`src/rtl/systolic_pkg.sv`:
```
// systolic_pkg: shared state encoding and default widths for the systolic array feeder.
package systolic_pkg;

  localparam int unsigned ARRAY_N_DEF = 4;
  localparam int unsigned BW_ACT_DEF  = 8;
  localparam int unsigned BW_WET_DEF  = 8;
  localparam int unsigned BW_ACCU_DEF = 32;
  localparam int unsigned BW_CNT_DEF  = 16;

  typedef enum logic [2:0] {
    IDLE,
    CLEAR,
    LOAD_W,
    STREAM,
    DRAIN,
    DONE
  } feeder_state_e;

endpackage

```
`src/rtl/systolic_array_feeder_if.sv`:
```
// systolic_array_feeder_if: weight-row and activation-vector ready/valid streams.
// master = upstream buffers, slave = feeder.
interface systolic_array_feeder_if
  import systolic_pkg::*;
#(
  parameter int unsigned ARRAY_N = ARRAY_N_DEF,
  parameter int unsigned BW_ACT  = BW_ACT_DEF,
  parameter int unsigned BW_WET  = BW_WET_DEF
);

  logic                        wet_valid;
  logic                        wet_ready;
  logic [ARRAY_N*BW_WET-1:0]   wet_data;
  logic                        act_valid;
  logic                        act_ready;
  logic [ARRAY_N*BW_ACT-1:0]   act_data;

  modport master (
    output wet_valid, wet_data, act_valid, act_data,
    input  wet_ready, act_ready
  );

  modport slave (
    input  wet_valid, wet_data, act_valid, act_data,
    output wet_ready, act_ready
  );

endinterface

```
`src/rtl/systolic_skew_line.sv`:
```
// systolic_skew_line: DEPTH-stage delay of {enable, data}; DEPTH = 0 is a pass-through.
module systolic_skew_line #(
  parameter int unsigned DEPTH = 0,
  parameter int unsigned WIDTH = 8
) (
  input  logic             clk,
  input  logic             reset,
  input  logic             in_en,
  input  logic [WIDTH-1:0] in_data,
  output logic             out_en,
  output logic [WIDTH-1:0] out_data
);

  if (DEPTH == 0) begin : g_pass
    assign out_en   = in_en;
    assign out_data = in_data;
  end else begin : g_dly
    for (genvar i = 0; i < DEPTH; i++) begin : g_stage
      logic [WIDTH:0] q;
      if (i == 0) begin : g_first
        // first stage captures the lane input
        always_ff @(posedge clk) begin
          if (reset) q <= '0;
          else       q <= {in_en, in_data};
        end
      end else begin : g_next
        // later stages shift the previous stage
        always_ff @(posedge clk) begin
          if (reset) q <= '0;
          else       q <= g_stage[i-1].q;
        end
      end
    end
    assign out_en   = g_stage[DEPTH-1].q[WIDTH];
    assign out_data = g_stage[DEPTH-1].q[WIDTH-1:0];
  end

endmodule

```
`src/rtl/systolic_array_feeder.sv`:
```
// systolic_array_feeder: clears the PE array, shifts in a weight matrix one row per
// transfer, then streams diagonally skewed activation vectors and flushes the skew.
// Optional feature macro: SYSTOLIC_FEEDER_BIAS_EN (adds bias_data, injected on
// pe_above_out alongside each row-0 activation).
module systolic_array_feeder
  import systolic_pkg::*;
#(
  parameter int unsigned ARRAY_N = ARRAY_N_DEF,
  parameter int unsigned BW_ACT  = BW_ACT_DEF,
  parameter int unsigned BW_WET  = BW_WET_DEF,
  parameter int unsigned BW_ACCU = BW_ACCU_DEF,
  parameter int unsigned BW_CNT  = BW_CNT_DEF
) (
  input  logic                        clk,
  input  logic                        reset,
  input  logic                        cfg_start,
  input  logic [BW_CNT-1:0]           cfg_k,
`ifdef SYSTOLIC_FEEDER_BIAS_EN
  input  logic [ARRAY_N*BW_ACCU-1:0]  bias_data,
`endif
  systolic_array_feeder_if.slave      up,
  output logic                        pe_clear_weight,
  output logic                        pe_weight_sel,
  output logic [ARRAY_N-1:0]          pe_mac_enable,
  output logic [ARRAY_N*BW_ACT-1:0]   pe_act_out,
  output logic [ARRAY_N*BW_ACCU-1:0]  pe_above_out,
  output logic                        busy,
  output logic                        done
);

  localparam int unsigned WCNT_W     = $clog2(ARRAY_N) + 1;
  localparam int unsigned WCNT_LAST  = ARRAY_N - 1;
  localparam int unsigned DRAIN_LAST = (ARRAY_N > 1) ? ARRAY_N - 2 : 0;

  feeder_state_e               state_q, state_d;
  logic [WCNT_W-1:0]           wcnt_q, wcnt_d;
  logic [WCNT_W-1:0]           dcnt_q, dcnt_d;
  logic [BW_CNT-1:0]           acnt_q, acnt_d;
  logic [BW_CNT-1:0]           k_q, k_d;
  logic                        wet_ready_q, wet_ready_d;
  logic                        act_ready_q, act_ready_d;
  logic [ARRAY_N-1:0]          lane_en_q, lane_en_d;
  logic [ARRAY_N*BW_ACT-1:0]   lane_data_q, lane_data_d;
  logic                        clear_d, sel_d, busy_d, done_d;
  logic [ARRAY_N*BW_ACCU-1:0]  above_d;
  logic [ARRAY_N*BW_ACCU-1:0]  wet_sext;
  logic                        wet_hs, act_hs;
`ifdef SYSTOLIC_FEEDER_BIAS_EN
  logic [ARRAY_N*BW_ACCU-1:0]  bias_q, bias_d;
`endif

  assign up.wet_ready = wet_ready_q;
  assign up.act_ready = act_ready_q;
  assign wet_hs       = up.wet_valid & wet_ready_q;
  assign act_hs       = up.act_valid & act_ready_q;

  // sign-extend each weight column to the partial-sum width
  for (genvar c = 0; c < ARRAY_N; c++) begin : g_sext
    assign wet_sext[c*BW_ACCU +: BW_ACCU] =
      BW_ACCU'($signed(up.wet_data[c*BW_WET +: BW_WET]));
  end

  // next-state and registered-output decode
  always_comb begin
    state_d     = state_q;
    wcnt_d      = wcnt_q;
    dcnt_d      = dcnt_q;
    acnt_d      = acnt_q;
    k_d         = k_q;
    clear_d     = 1'b0;
    sel_d       = 1'b0;
    done_d      = 1'b0;
    above_d     = '0;
    lane_en_d   = '0;
    lane_data_d = '0;
`ifdef SYSTOLIC_FEEDER_BIAS_EN
    bias_d      = bias_q;
`endif

    case (state_q)
      IDLE: begin
        if (cfg_start) begin
          k_d     = cfg_k;
          wcnt_d  = '0;
          dcnt_d  = '0;
          acnt_d  = '0;
          state_d = CLEAR;
`ifdef SYSTOLIC_FEEDER_BIAS_EN
          bias_d  = bias_data;
`endif
        end
      end
      CLEAR: begin
        clear_d = 1'b1;
        state_d = LOAD_W;
      end
      LOAD_W: begin
        if (wet_hs) begin
          sel_d   = 1'b1;
          above_d = wet_sext;
          wcnt_d  = wcnt_q + WCNT_W'(1);
          if (wcnt_q == WCNT_W'(WCNT_LAST)) begin
            state_d = (k_q == '0) ? DONE : STREAM;
          end
        end
      end
      STREAM: begin
        if (act_hs) begin
          lane_en_d   = '1;
          lane_data_d = up.act_data;
`ifdef SYSTOLIC_FEEDER_BIAS_EN
          above_d     = bias_q;
`endif
          acnt_d      = acnt_q + BW_CNT'(1);
          if (acnt_q == k_q - BW_CNT'(1)) begin
            dcnt_d  = '0;
            state_d = (ARRAY_N > 1) ? DRAIN : DONE;
          end
        end
      end
      DRAIN: begin
        // last row presents the final element as DRAIN ends; DONE follows directly
        dcnt_d = dcnt_q + WCNT_W'(1);
        if (dcnt_q == WCNT_W'(DRAIN_LAST)) state_d = DONE;
      end
      DONE: begin
        done_d  = 1'b1;
        state_d = IDLE;
      end
      default: state_d = IDLE;
    endcase

    busy_d      = (state_q != IDLE);
    wet_ready_d = (state_d == LOAD_W);
    act_ready_d = (state_d == STREAM);
  end

  // state, counters and all registered outputs
  always_ff @(posedge clk) begin
    if (reset) begin
      state_q         <= IDLE;
      wcnt_q          <= '0;
      dcnt_q          <= '0;
      acnt_q          <= '0;
      k_q             <= '0;
      wet_ready_q     <= 1'b0;
      act_ready_q     <= 1'b0;
      lane_en_q       <= '0;
      lane_data_q     <= '0;
      pe_clear_weight <= 1'b0;
      pe_weight_sel   <= 1'b0;
      pe_above_out    <= '0;
      busy            <= 1'b0;
      done            <= 1'b0;
`ifdef SYSTOLIC_FEEDER_BIAS_EN
      bias_q          <= '0;
`endif
    end else begin
      state_q         <= state_d;
      wcnt_q          <= wcnt_d;
      dcnt_q          <= dcnt_d;
      acnt_q          <= acnt_d;
      k_q             <= k_d;
      wet_ready_q     <= wet_ready_d;
      act_ready_q     <= act_ready_d;
      lane_en_q       <= lane_en_d;
      lane_data_q     <= lane_data_d;
      pe_clear_weight <= clear_d;
      pe_weight_sel   <= sel_d;
      pe_above_out    <= above_d;
      busy            <= busy_d;
      done            <= done_d;
`ifdef SYSTOLIC_FEEDER_BIAS_EN
      bias_q          <= bias_d;
`endif
    end
  end

  // row r adds r stages of skew behind the common lane register
  for (genvar r = 0; r < ARRAY_N; r++) begin : g_row
    systolic_skew_line #(
      .DEPTH (r),
      .WIDTH (BW_ACT)
    ) u_skew (
      .clk      (clk),
      .reset    (reset),
      .in_en    (lane_en_q[r]),
      .in_data  (lane_data_q[r*BW_ACT +: BW_ACT]),
      .out_en   (pe_mac_enable[r]),
      .out_data (pe_act_out[r*BW_ACT +: BW_ACT])
    );
  end

endmodule

```
`src/flat_wrapper.sv`:
```
// flat-port wrapper written by rule: the top's interface ports become plain ports
module systolic_array_feeder_flat import systolic_pkg::*;
#(
  parameter int unsigned ARRAY_N = ARRAY_N_DEF,
  parameter int unsigned BW_ACT  = BW_ACT_DEF,
  parameter int unsigned BW_WET  = BW_WET_DEF,
  parameter int unsigned BW_ACCU = BW_ACCU_DEF,
  parameter int unsigned BW_CNT  = BW_CNT_DEF
)
  (clk, reset, cfg_start, cfg_k, pe_clear_weight, pe_weight_sel, pe_mac_enable, pe_act_out, pe_above_out, busy, done, up_wet_valid, up_wet_data, up_act_valid, up_act_data, up_wet_ready, up_act_ready);
  systolic_array_feeder_if #(.ARRAY_N(ARRAY_N), .BW_ACT(BW_ACT), .BW_WET(BW_WET)) up_i ();
  input  logic clk;
  input  logic reset;
  input  logic cfg_start;
  input  logic [BW_CNT-1:0] cfg_k;
  output logic pe_clear_weight;
  output logic pe_weight_sel;
  output logic [ARRAY_N-1:0] pe_mac_enable;
  output logic [ARRAY_N*BW_ACT-1:0] pe_act_out;
  output logic [ARRAY_N*BW_ACCU-1:0] pe_above_out;
  output logic busy;
  output logic done;
  input wire logic [$bits(up_i.wet_valid)-1:0] up_wet_valid;
  input wire logic [$bits(up_i.wet_data)-1:0] up_wet_data;
  input wire logic [$bits(up_i.act_valid)-1:0] up_act_valid;
  input wire logic [$bits(up_i.act_data)-1:0] up_act_data;
  output wire logic [$bits(up_i.wet_ready)-1:0] up_wet_ready;
  output wire logic [$bits(up_i.act_ready)-1:0] up_act_ready;
  assign up_i.wet_valid = up_wet_valid;
  assign up_i.wet_data = up_wet_data;
  assign up_i.act_valid = up_act_valid;
  assign up_i.act_data = up_act_data;
  assign up_wet_ready = up_i.wet_ready;
  assign up_act_ready = up_i.act_ready;
  systolic_array_feeder #(.ARRAY_N(ARRAY_N), .BW_ACT(BW_ACT), .BW_WET(BW_WET), .BW_ACCU(BW_ACCU), .BW_CNT(BW_CNT)) u_core (.clk(clk), .reset(reset), .cfg_start(cfg_start), .cfg_k(cfg_k), .up(up_i), .pe_clear_weight(pe_clear_weight), .pe_weight_sel(pe_weight_sel), .pe_mac_enable(pe_mac_enable), .pe_act_out(pe_act_out), .pe_above_out(pe_above_out), .busy(busy), .done(done));
endmodule
```
`config.mk`:
```
export PLATFORM = sky130hd
export DESIGN_NAME = systolic_array_feeder_flat
export DESIGN_NICKNAME = d
export VERILOG_FILES = /design/src/rtl/systolic_pkg.sv /design/src/rtl/systolic_array_feeder_if.sv /design/src/rtl/systolic_skew_line.sv /design/src/rtl/systolic_array_feeder.sv /design/src/flat_wrapper.sv
export SDC_FILE = /design/constraint.sdc
export NUM_CORES = 1
export LEC_CHECK = 0
export ABC_AREA = 1
export CORE_ASPECT_RATIO = 1.5
export CORE_MARGIN = 2
export CORE_UTILIZATION = 35
export DETAILED_ROUTE_END_ITERATION = 7
export PLACE_DENSITY = 0.77
export REMOVE_ABC_BUFFERS = 1
export SLEW_MARGIN = 20
export SYNTH_ARGS = -nofsm -noshare
export SYNTH_HDL_FRONTEND = slang
export SYNTH_SLANG_ARGS = --single-unit
```
`constraint.sdc`:
```
create_clock -name clk -period 2.38 [get_ports clk]
set_input_delay 0.238 -clock clk [delete_from_list [all_inputs] [get_ports clk]]
set_output_delay 0.238 -clock clk [all_outputs]
set_load 0.03 [all_outputs]
```
# Word-level counts from Yosys, hierarchy flattened
# Index checks and enable logic that the tools add are counted.
classes:
  n_eq_ne: 14
  reduce_logical: 14
  bitwise_logic: 6
  addsub: 4
  mux: 21
op_table:
  columns: ["cell", "n"]
  rows:
  - ["two-way mux 3 bit", 11]
  - ["two-way mux 16 bit", 2]
  - ["one-hot mux 16 bit (2 select lines)", 1]
  - ["equality test 3 x 2 -> 1 bit, second input constant", 6]
  - ["adder 16 x 1 -> 16 bit, second input constant", 1]
  - ["equality test 16 bit", 1]
  - ["zero test 16 bit", 1]
  - ["subtractor 16 x 1 -> 16 bit, second input constant", 1]
  - ["one-hot mux 3 bit (5 select lines)", 1]
  - ["one-hot mux 3 bit (3 select lines)", 1]
  - ["adder 3 x 1 -> 3 bit, second input constant", 2]
  - ["equality test 3 bit, second input constant", 2]
  - ["inequality test 2 x 1 -> 1 bit, second input constant", 3]
  - ["one-hot mux 3 bit (2 select lines)", 1]
  - ["AND reduction 3 bit", 2]
  - ["nonzero test 3 bit", 2]
  - ["OR reduction 3 bit", 2]
  - ["two-way mux 4 bit", 1]
  - ["inverter 1 bit", 4]
  - ["AND reduction 4 bit", 1]
  - ["nonzero test 2 bit", 2]
  - ["OR reduction 2 bit", 2]
  - ["equality test 3 x 1 -> 1 bit, second input constant", 1]
  - ["zero test 3 bit", 1]
  - ["4 further kinds", 7]
totals:
  ff_bits: 241
  wordCells: 79
  output_inout_bits: 170
  in_bits: 85

# Longest topological paths before layout
# Gate-level depths: netlist of the first run.
logic_depth:
  word_depth: 6
  ltp_mapped: 17
  depth_no_buf: 17

# Cells and area by module
# Synthesis of the first run repeated with hierarchy kept, for this count alone.
hier_totals:
  cells_unflattened: 880
  area_unflattened_um2: 6822.8
modules_own_cells:
  columns: ["mod", "instances", "cells_per_inst", "area_each_um2"]
  rows:
  - ["systolic_array_feeder", 1, 703, 5195.0]
  - ["systolic_skew_line (u_core.g_row[3].u_skew)", 1, 84, 779.5]
  - ["systolic_skew_line (u_core.g_row[2].u_skew)", 1, 56, 521.8]
  - ["systolic_skew_line (u_core.g_row[1].u_skew)", 1, 28, 259.0]
  - ["systolic_skew_line (u_core.g_row[0].u_skew)", 1, 9, 67.6]

# Worst setup path before layout of the first run
# OpenSTA, ideal clock, no wires.
synth_timing:
  path_type: "register -> register"
  startpoint: "register u_core.k_q[0]"
  endpoint: "register u_core.state_q[0]"
  path_buffers: 0
  synth_period_minus_slack_ps: 1824
  path_slack_ps: 556
  arrival_time_ps: 1714
  path_stages_with_launch: 16
  setup_ps: 110
  cell_sequence: "dfxtp_1 -> inv_1 -> ha_1 -> nand3_1 -> nor2_2 -> nand3_1 -> nand2_1 -> nand4_1 -> nor2_1 -> nand3_1 -> nand2_1 -> nand2_1 -> nor2_1 -> inv_1 -> nand2_1 -> inv_1"
synth_via:
  elab_chain_cells: 5
synth_rtl:
  columns: ["element", "line", "text"]
  rows:
  - ["start: declaration", "systolic_array_feeder.sv:39", "logic [BW_CNT-1:0] k_q, k_d;"]
  - ["start signal: assignment", "systolic_array_feeder.sv:163", "k_q <= k_d;"]
  - ["subtractor 16 x 1 -> 16 bit", "systolic_array_feeder.sv:115", "if (acnt_q == k_q - BW_CNT'(1)) begin"]
  - ["equality test 16 bit", "systolic_array_feeder.sv:115", null]
  - ["two-way mux 3 bit", "systolic_array_feeder.sv:115", null]
  - ["two-way mux 3 bit", "systolic_array_feeder.sv:108", "if (act_hs) begin"]
  - ["one-hot mux 3 bit (5 select lines)", "systolic_array_feeder.sv:80", "case (state_q)"]
  - ["end signal: assignment", "systolic_array_feeder.sv:159", "state_q <= state_d;"]
  - ["end: declaration", "systolic_array_feeder.sv:35", "feeder_state_e state_q, state_d;"]
# Every way passes these cells.
# A chain may end at the register's enable or synchronous reset.

==> results of run 1 <==
## what timing repair did
item | 4_1_cts | 5_1_grt
buffers inserted | 0 | 0
gates resized for setup | 0 | 2
endpoints found under the setup margin | 0 | 4
## layout make-up
class | count | area share (%)
antenna | 1 | 0.0269
clock buffer | 17 | 4.57
clock inverter | 15 | 1.41
inverter | 172 | 6.94
multi-input combinational | 387 | 20.5
sequential | 163 | 35.1
tap | 252 | 3.39
timing repair buffer | 264 | 28.1
## power by group through the flow
stage / registers [uW] / logic [uW] / clock network [uW]
floorplan: 2910 / 377 / 0
global placement: 2880 / 714 / 0
detailed placement: 2890 / 723 / 0
CTS: 2820 / 727 / 2640
global route: 2830 / 812 / 2740
finish: 2830 / 728 / 2570
## layer usage
layer,vias up,GRT usage [%]
li1,2711,-
met1,2352,16.7
met2,222,30.4
met3,41,5.14
met4,0,8.23
met5,-,0
## cell families after synthesis
kind of cell               Yosys count
xor gates and xnor gates            14
and+or+nand+nor                    303
adders and majority gates            6
buffers and inverters              291
DFF                                163
AOI/OAI and AO/OA                   64
## placed cells by master, fill, tap and decap left out, types with 3 or more instances in the layout
cell type / n
a21oi_1: 36
buf_4: 10
clkbuf_16: 17
clkdlybuf4s50_1: 253
clkinv_2: 4
clkinvlp_4: 5
dfxtp_1: 163
ha_1: 6
inv_1: 171
inv_6: 4
nand2_1: 93
nand3_1: 22
nand4_1: 3
nor2_1: 158
nor3_1: 4
o21a_1: 3
o21ai_0: 20
xor2_1: 11
## worst max-delay path by stage
stage                                  start                  end  slack [ps]  cells past startpoint
global placement               u_core.k_q[0]    u_core.state_q[0]         320                     15
global route                   u_core.k_q[0]  u_core.up.wet_ready          20                     16
finish               u_core.pe_above_out[63]     pe_above_out[40]         160                      1
floorplan           u_core.pe_above_out[103]    pe_above_out[103]       -2950                      0
CTS                  u_core.pe_above_out[63]     pe_above_out[40]         130                      1
detailed placement             u_core.k_q[0]  u_core.up.act_ready         210                     13
## state kept, by name, indices dropped and copies added, names as in the netlist
register / cells
u_core.g_row.u_skew.g_dly.g_stage.q: 51
u_core.lane_data_q: 32
u_core.pe_above_out: 32
u_core.acnt_q: 16
u_core.k_q: 16
u_core.dcnt_q: 3
u_core.state_q: 3
u_core.wcnt_q: 3
u_core.busy: 1
u_core.done: 1
u_core.lane_en_q: 1
u_core.pe_clear_weight: 1
u_core.pe_weight_sel: 1
u_core.up.act_ready: 1
u_core.up.wet_ready: 1
## stage by stage
stage	hold slack [ps]	worst slack [ps]	cell area (sq um)	total power, uW	setup TNS, ps
CTS	195	126	9290	6190	0
detailed placement	392	211	8730	3610	0
global placement	389	318	8730	3600	0
finish	189	165	9300	6120	0
global route	195	16.2	9300	6380	0
floorplan	307	-2950	5800	3290	-295430
## synthesized netlist by cell type, drive strengths merged
master / number
a21oi: 36
buf: 104
clkbuf: 15
dfxtp: 163
ha: 6
inv: 172
nand2: 95
nand3: 25
nand3b: 2
nand4: 5
nor2: 160
nor3: 6
nor3b: 3
nor4: 4
o211a: 1
o211ai: 1
o21a: 3
o21ai: 21
o21bai: 1
o31ai: 1
or2: 2
or3: 1
xnor2: 1
xnor3: 2
xor2: 11
==> impl_metrics.toml, run 1 <==
[synth]
postSynthCellCount = 841
yosysTopAreaCell = "dfxtp_1"
yosysSeqAreaShare_pct = 49.2
yosys_warnings = 0
netlist-cell-type-count = 41
synth_area_per_cell_sq_um = 7.88
synthTopCellsByArea = "dfxtp_1 49%, buf_4 11%, inv_1 9.7%"
yosysTopAreaCellShare_pct = 49.2
synth-seq-cells = 163
synth_xor_area_share_pct = 2.27
netlist_area_sq_um = 6630
synthAdderAreaFrac_pct = 1.13
synth_top_family_by_area = "buffers and inverters"
synth_simple_gate_area_share_pct = 20.1
yosys-mux-area-fraction_pct = 0
synth-compound-area-share_pct = 5.14

[layout]
nNetsFinal = 1096
final_cells = 1271
regArea_sq_um = 3260
drive_gt1_share_pct = 5.99
syn2layout_area_growth_pct = 40.4
multiInputGateArea_sq_um = 1910
num-fill-cells = 1662
utilization_pct = 50.2

[grt]
track_usage_pct = 16.7
grt_pass1_wl_um = 25700
grt_max_degree = 32
grt_pass1_vias = 5328
overflow = 0
antenna_found_initial = 1

[clocking]
path_clk_slew_ps = 60
clk_latency_ps = 420
htreeDepth = 4
cts_sinks = 163
hold_buffers = 0
cts_tree = "built"
clockRootBuffer = "clkbuf_16"
numCtsBuffers = 17
clk_path_buf_depth = 2

[detailed_routing]
wire_per_inst_um = 13.0
drt_iter0_drc = 202
vias = 5326
firstDrtPassIters = 4
wl_met3_um = 1380
wl_met2_um = 8790
m1WireLength_um = 5820
vias_per_cell = 4.19
routed.top_layer = "met4"
ant_nets = 0
wl_um = 16600
drc = 0

[timing]
relSlewSlack_pct = 55.0
finalSetupViolations = 0
final.min_clock_period_ps = 2220
skew_ps = 12.5
rsz0062_at_grt = "false"
max_freq_ghz = 0.451
worstMarginPinSlew_ps = 674
drv_slew = 0
hold_viol_final = 0
post-route-period-util_pct = 93.1

[placement]
port_buffers = 254
place.gp.congestion = 0.878
dp_hpwl_um = 12700
dpl.cell_count = 1238

[hold_path]
holdPathStages = 2
hp-class = "input pin to flop"
hp-start = "reset"
hold_end = "u_core.g_row[1].u_skew.g_dly.g_stage[0].q[1]"

[setup_path]
cp_slowest_cell = "clkdlybuf4s50_1"
path_delay_family = "buffers and inverters"
r2r_end = "u_core.state_q[0]"
reg2reg_slack_ps = 220
crit_type = "flop to primary output"
start_kind = "flop"
crit_required_ps = 2140
cp_slowest_stage_delay_ps = 810
crit_path_cell_trace = "clkdlybuf4s50_1"
rr_worst_depth = 15
critPathBufInv = 1
crit_arrival_ps = 1980
timing.rr.start = "u_core.k_q[0]"
cp_max_fo = 25
end_kind = "primary output"

[floorplanning]
rows = 61
initial_core_util_pct = 35.7
dieWidth_um = 116
dieArea_sq_um = 20100
die_y_um = 173
io_pins = 255
core_sq_um = 18500

[job]
drv_cap = 0

[pwr]
powerDensity_nw_per_um2 = 658
internal-power_uw = 4540
p_leak_uw = 0.00395
combPwrFrac_pct = 11.9
p_switching_uw = 1590
irDropWorstVdd_uv = 405
p_sw_share_pct = 25.9
pwr-share-seq_pct = 46.1
pwr-share-clk_pct = 42.0

[outcome]
status = "finished clean"
(Power assumes the default switching activity.)
==> run 2: changes to the inputs <==
--- a/config.mk
+++ b/config.mk
@@ -6,7 +6,7 @@
 export NUM_CORES = 1
 export LEC_CHECK = 0
 export ABC_AREA = 1
-export CORE_ASPECT_RATIO = 1.5
+export CORE_ASPECT_RATIO = 0.5
 export CORE_MARGIN = 2
 export CORE_UTILIZATION = 35
 export DETAILED_ROUTE_END_ITERATION = 7
==> impl_metrics.toml, run 2 (same netlist as run 1, synthesis figures left out) <==
[pwr]
p_leak_uw = 0.00398
powerDensity_nw_per_um2 = 690
irDropWorstVdd_uv = 462

[layout]
final_cells = 1275
top_register = "u_core.g_row.u_skew.g_dly.g_stage.q"
drive_gt1_share_pct = 5.91
layout_common_cells = "253 x clkdlybuf4s50_1, 171 x inv_1, 162 x dfxtp_1"
finalInstanceArea_sq_um = 9360
syn2layout_area_growth_pct = 41.3
largest_reg_flops = 51
antenna_cells = 0
largestRegisters = "u_core.g_row.u_skew.g_dly.g_stage.q x51, u_core.lane_data_q x32, u_core.pe_above_out x32"
utilization_pct = 50.7
nNetsFinal = 1094
final_common_cell = "clkdlybuf4s50_1"

[setup_path]
cp.depth = 1
rr_worst_depth = 13
start_kind = "flop"
critPathBufInv = 1
cp_slowest_cell = "clkdlybuf4s50_1"
path_delay_family = "buffers and inverters"
crit_path_cell_trace = "clkdlybuf4s50_1"
crit_arrival_ps = 2030
crit_required_ps = 2140
cp_max_fo = 25
end_kind = "primary output"
cp_slowest_stage_delay_ps = 820
crit_type = "flop to primary output"

[timing]
hold_viol_final = 0
hold_ws_ps = 229
post-route-period-util_pct = 95.4
finalSetupViolations = 0
worstMarginPinSlew_ps = 724
skew_ps = 11.3
final.min_clock_period_ps = 2270
max_freq_ghz = 0.441
drv_slew = 0
relSlewSlack_pct = 51.7

[floorplanning]
io_pins = 255
core_sq_um = 18500
dieWidth_um = 199
rows = 35
die_y_um = 101
initial_core_util_pct = 35.9
dieArea_sq_um = 20100

[grt]
overflow = 0
antenna_found_initial = 0
grt_pass1_vias = 5102
grt_max_degree = 35
grt_pass1_wl_um = 25500
track_usage_pct = 16.1

[clocking]
post_cts_buffers = 0
numCtsBuffers = 17
cts_sinks = 163
path_clk_slew_ps = 70
clockRootBuffer = "clkbuf_16"
clk_path_buf_depth = 2
clk_latency_ps = 420
cts_tree = "built"
htreeDepth = 4

[placement]
place.gp.congestion = 0.907
dpl_cell_area_sq_um = 8720
dpl.cell_count = 1243
port_buffers = 254
dp_hpwl_um = 12600

[detailed_routing]
ant_nets = 0
vias = 5255
vias_per_cell = 4.12
wl_um = 16400
wire_per_inst_um = 12.9
firstDrtPassIters = 5
drc = 0
drt_iter0_drc = 227

[hold_path]
hp-class = "input pin to flop"
holdPathStages = 2

[job]
drv_cap = 0

[outcome]
status = "finished clean"
==> run 2: cell count changes in the layout (fill, tap and decap cells not counted), sizes merged <==
cell	change
bufinv	+2
clkinvlp	-2
diode	-1
clkbuf	+1
clkinv	-4
buf	-2
inv	+3
==> run 2: final cells by class <==
cell class	count	area, sq um
clock buffers	18	439
clock inverters	14	188
fillers	1749	9120
inverters	172	646
multi-input cells	387	1910
flip-flops and latches	163	3260
well taps	259	324
repair buffers	262	2600
==> run 2: worst paths after layout <==
path | start | end | slack (ps)
worst max register to register | u_core.k_q[0] | u_core.dcnt_q[0] | 200
worst min-delay path | reset | u_core.g_row[2].u_skew.g_dly.g_stage[1].q[7] | 230
worst max-delay path | u_core.pe_above_out[103] | pe_above_out[123] | 110
worst min register to register | u_core.lane_data_q[16] | u_core.g_row[2].u_skew.g_dly.g_stage[0].q[0] | 390
==> run 2: repair_timing <==
action / CTS / global route
hold buffers: 0 / 0
endpoints found under the setup margin: 0 / 7
resized for setup: 0 / 3
==> run 2: per-stage QoR <==
stage	power [uW]	setup TNS, ps	worst slack (ps)
after floorplan	3290	-295430	-2950
after global placement	3580	0	345
after detailed placement	3600	0	229
after CTS	6510	0	109
after global routing	6750	-8.73	-7.22
final	6460	0	111
==> run 2: report_power, final <==
| part | total [uW] | internal, uW | switching (uW) |
|---|---|---|---|
| clock | 2900 | 1710 | 1190 |
| combinational | 733 | 313 | 420 |
| sequential | 2820 | 2780 | 48.1 |
| total | 6460 | 4800 | 1660 |
==> run 2: metal layers <==
metal / global-route usage [%] / wire length, um / vias to the layer above
met1: 20.6 / 7450 / 2421
met2: 27.6 / 8110 / 102
met5: 0 / 0 / -
met4: 4.19 / 221 / 0
li1: - / - / 2712
met3: 4.03 / 622 / 20
